`src/rtl/ac_loop_controller.sv`:
```
// Closed-loop initiator for the AirConditioning block: feeds each returned
// out_temp back as the next temp until the setpoint, a stall, or a step limit.
module ac_loop_controller #(
    parameter int unsigned AC_LATENCY  = 1,
    parameter int unsigned MAX_STEPS   = 64,
    parameter int unsigned STALL_LIMIT = 3
) (
    input  logic       clk,
    input  logic       rst_n,
    input  logic       start,
    input  logic [5:0] room_temp,
    input  logic [5:0] ideal,
    input  logic [5:0] ac_out_temp,
    output logic [5:0] ac_temp,
    output logic [5:0] ac_ideal,
    output logic       busy,
    output logic       done,
    output logic       timeout,
    output logic       fault,
    output logic [7:0] step_count,
    output logic [5:0] final_temp
);

    typedef enum logic [2:0] {
        S_IDLE,
        S_WAIT,
        S_SAMPLE,
        S_DONE,
        S_TIMEOUT,
        S_FAULT
    } state_t;

    localparam logic [1:0] WAIT_LOAD = 2'(AC_LATENCY - 1);
    localparam logic [7:0] STEP_MAX  = 8'(MAX_STEPS);
    localparam logic [3:0] STALL_MAX = 4'(STALL_LIMIT);

    state_t     state, state_n;
    logic [1:0] wait_cnt, wait_n;
    logic [3:0] stall_cnt, stall_n, stall_inc;
    logic [5:0] temp_n, ideal_n, final_n;
    logic [7:0] step_n, step_inc;

    always_ff @(posedge clk or negedge rst_n) begin
        if (!rst_n) begin
            state      <= S_IDLE;
            wait_cnt   <= '0;
            stall_cnt  <= '0;
            ac_temp    <= '0;
            ac_ideal   <= '0;
            final_temp <= '0;
            step_count <= '0;
            busy       <= 1'b0;
            done       <= 1'b0;
            timeout    <= 1'b0;
            fault      <= 1'b0;
        end else begin
            state      <= state_n;
            wait_cnt   <= wait_n;
            stall_cnt  <= stall_n;
            ac_temp    <= temp_n;
            ac_ideal   <= ideal_n;
            final_temp <= final_n;
            step_count <= step_n;
            // Flags are decoded from the next state so they line up with it.
            busy       <= (state_n == S_WAIT) || (state_n == S_SAMPLE);
            done       <= (state_n == S_DONE);
            timeout    <= (state_n == S_TIMEOUT);
            fault      <= (state_n == S_FAULT);
        end
    end

    always_comb begin
        state_n   = state;
        wait_n    = wait_cnt;
        stall_n   = stall_cnt;
        temp_n    = ac_temp;
        ideal_n   = ac_ideal;
        final_n   = final_temp;
        step_n    = step_count;
        step_inc  = (step_count == 8'hFF) ? step_count : step_count + 8'd1;
        stall_inc = stall_cnt + 4'd1;

        case (state)
            S_IDLE: begin
                if (start) begin
                    temp_n  = room_temp;
                    ideal_n = ideal;
                    step_n  = '0;
                    stall_n = '0;
                    wait_n  = WAIT_LOAD;
                    if (room_temp == ideal) begin
                        final_n = room_temp;
                        state_n = S_DONE;
                    end else begin
                        final_n = '0;
                        state_n = S_WAIT;
                    end
                end
            end
            S_WAIT: begin
                if (wait_cnt == '0) begin
                    state_n = S_SAMPLE;
                end else begin
                    wait_n = wait_cnt - 2'd1;
                end
            end
            S_SAMPLE: begin
                final_n = ac_out_temp;
                step_n  = step_inc;
                if (ac_out_temp == ac_ideal) begin
                    state_n = S_DONE;
                end else if ((ac_out_temp == ac_temp) && (stall_inc == STALL_MAX)) begin
                    stall_n = stall_inc;
                    state_n = S_FAULT;
                end else if (step_inc == STEP_MAX) begin
                    state_n = S_TIMEOUT;
                end else begin
                    // A non-terminal stall keeps counting; any progress clears it.
                    temp_n  = ac_out_temp;
                    stall_n = (ac_out_temp == ac_temp) ? stall_inc : '0;
                    wait_n  = WAIT_LOAD;
                    state_n = S_WAIT;
                end
            end
            default: begin
                state_n = S_IDLE;
            end
        endcase
    end

endmodule

```
`config.mk`:
```
export PLATFORM = sky130hd
export DESIGN_NAME = ac_loop_controller
export DESIGN_NICKNAME = d
export VERILOG_FILES = /design/src/rtl/ac_loop_controller.sv
export SDC_FILE = /design/constraint.sdc
export NUM_CORES = 1
export LEC_CHECK = 0
export CAP_MARGIN = 15
export CORE_MARGIN = 1.5
export CORE_UTILIZATION = 54
export CTS_CLUSTER_SIZE = 10
export DETAILED_ROUTE_END_ITERATION = 16
export PLACE_DENSITY = 0.85
export SLEW_MARGIN = 20
export SYNTH_ARGS = -nofsm -noshare
export SYNTH_HDL_FRONTEND = slang
export SYNTH_SLANG_ARGS = --single-unit
```
`constraint.sdc`:
```
create_clock -name clk -period 5.36 [get_ports clk]
set_input_delay 1.072 -clock clk [delete_from_list [all_inputs] [get_ports clk]]
set_output_delay 1.072 -clock clk [all_outputs]
set_load 0.01 [all_outputs]
```
==> results.md <==
- Worst Tran Pin Value: 0.884 ns
- Final Core Density: 72.2%
- Vias per cell: 6.05
- Worst setup EP type: register
- Initial DRC Count: 120
- Synth warn: 0
- Avg WL per Cell: 16.8 um
- Asr flop ratio synth: 100%
- Critical Path AT: 3.14 ns
- Final net count: 320
- Minimum hold slack: 0.488 ns
- Number of synthesized flops with an enable pin: 0
- Synthesized flop and latch total: 39
- Area growth syn-to-layout: 27.0%
- Max_cap viols: 0
- N_diodes: 0
- Placement Cell Area: 2830 um2
- Layout Skew: 0.00572 ns
- Worst VDD drop: 0.323 mV
- Worst path cell trace: clkdlybuf4s50_1, xor2_1, nor4_1, nand3_1, nand4bb_1, mux2_1
- TritonCTS Sinks: 39
- Req. time, crit path: 5.55 ns
- Unique masters post-synth: 57
- LEAKAGE: 1.24 nW
- Clock Tree Buf Depth: 2
- Residual DRC: 0
- CTS tree: yes
- Fin cells: 346
- Sum Neg Setup Slack: 0 ns
- Core region area: 4030 um2
- Status: completed
- Cells after Synth: 246
- Die Ht: 68.1 um
- Period utilisation layout: 55.1%
- Worst rel slew slack: 41.0%
- Row Count: 23
- CP max stage delay: 0.55 ns
- Max Clk Rate: 338 MHz
- Design area: 2910 um2
- Post-synthesis cell area: 2290 um2
- Syn avg cell area: 9.31 um2
- Final Hold Viols: 0
- Final Max Slew Viols: 0
- Clock Root Buffer: clkbuf_8
- Final WS setup: 2.40 ns
- WL final: 5.81 mm
- Post-CTS Hold Fix Bufs: 0
- Pin count of the biggest net entering global routing: 40
- H-tree levels: 2
- Total number of vias: 2093
- Number of global-route vias before repair: 1923
- Total gr overflow: 0
- Total power: 1.30 mW
- First-pass DRT Iterations: 4
- Clock-pin transition on the worst setup and hold timing paths: 0.07 ns
- Bufs and invs on worst path: 1
- Count of input and output buffers: 50
- CTS buffer count: 5
- Placed Cells incl. Taps: 338
- Die ar.: 4640 um2
- First-pass GRT wire length: 9.26 mm
- Synthesized Nets: 271
- CP max-delay cell: nor4_1
- Starting Density: 56.8%
- RSZ-0062 raised after global routing: no
- Filler instances: 309
- RePlAce Congestion: 0.824
- Worst slack, placed: 2.07 ns
- CP Max Fanout: 6
- Die width: 68.1 um
- Startpoint Class: input pin
- Register area share after synthesis: 42.6%
- Type of the tightest min-delay check: reg2reg
- ANT nets after route: 0
- Layout cells sized above 1: 5.07%
- Final setup violation count: 0
- # resized after CTS: 0
- DP HPWL: 4.15 mm
- Minimum clock period: 2.96 ns
- Overall Global Routing Usage: 27.6%
- Main synth FF type: dfrtp_1
- Initial antenna violation count: 0
- Pwr dens: 447 nW/um2
- Top delay family on crit path: simple AND/OR/NAND/NOR gates
- Worst-Skew Late Latency: 0.30 ns
- I/O pins: 51
- Post-CTS Setup Inserts: 0
- Worst Path Class, Setup: in2reg
==> cell usage after synthesis (all sizes together) (4+ instances only) <==
cell	instances	share of area [%]
a221oi	6	2.3
mux2	7	3.4
o21a	4	1.3
ha	4	2.2
o21ai	6	1.3
a21oi	6	1.3
inv	5	0.82
xnor2	7	2.7
nand2	41	6.7
clkbuf	7	1.1
nor2	27	4.4
nand4	4	1.1
nand3	7	1.5
nor4b	4	2.1
xor2	12	4.6
nor3	4	0.87
dfrtp	39	43
==> placed cells by master (no fill, tap or decap), types with 4 or more instances in the layout <==
cell type	netlist	routed
a221oi_1	6	6
clkdlybuf4s50_1	0	49
xor2_1	12	12
mux2_1	6	6
nor3_1	4	4
nor2_1	27	27
a21oi_1	6	6
nand2_1	41	41
nand4_1	4	4
o21a_1	4	4
nand3_1	7	7
clkbuf_8	0	5
ha_1	4	4
xnor2_1	7	7
inv_1	5	5
dfrtp_1	39	39
o21ai_1	6	6
==> sequential cells by signal (all words and copies together), names as in the netlist <==
name and cells:
timeout 1, fault 1, step_count 8, final_temp 6
state 3, stall_cnt 4, wait_cnt 2, ac_temp 6
busy 1, ac_ideal 6, done 1
==> final cells by class <==
type | count | area (um2) | share of cell area, %
Clock inverter | 1 | 5.00 | 0.172
Timing Repair Buffer | 52 | 510 | 17.6
Clock buffer | 7 | 76.3 | 2.62
Multi-Input combinational cell | 192 | 1260 | 43.3
Inverter | 5 | 18.8 | 0.645
Tap cell | 50 | 62.6 | 2.15
Sequential cell | 39 | 976 | 33.6
==> final timing paths <==
check	depth (start not counted)	startpoint	slack, ns	to
setup reg to reg	5	state[1]	2.71	ac_temp[3]
hold reg to reg	1	wait_cnt[0]	0.49	wait_cnt[0]
setup / recovery	6	ac_out_temp[4]	2.40	ac_temp[3]
hold / removal	1	wait_cnt[0]	0.49	wait_cnt[0]
min in group asynchronous	1	rst_n	0.89	step_count[3]
max in group asynchronous	1	rst_n	3.92	state[2]
==> where the power goes <==
part	leakage, nW	switching, mW	internal (mW)
Sequential	0.501	0.102	0.387
Clock	0.0422	0.105	0.0913
Combinational	0.695	0.313	0.303
==> metal layers <==
layer  global-route usage, %  wire, um
met3                    4.28       392
met2                    45.4      2790
met1                    35.8      2500
met4                    12.5       129
met5                       0         0
==> kinds of logic (layout without fill, tap and decap cells) <==
kind of cell    after synthesis  count (layout)  share of synthesized area, %
xor+xnor                     19              19                          7.27
buf+inv                      15              65                          2.68
mux                           9               9                          4.32
fa+ha+maj                     4               4                          2.19
simple gates                112             112                          25.1
flops                        39              39                          42.6
compound gates               48              48                          15.8
Power figures use the tool's default switching activity.
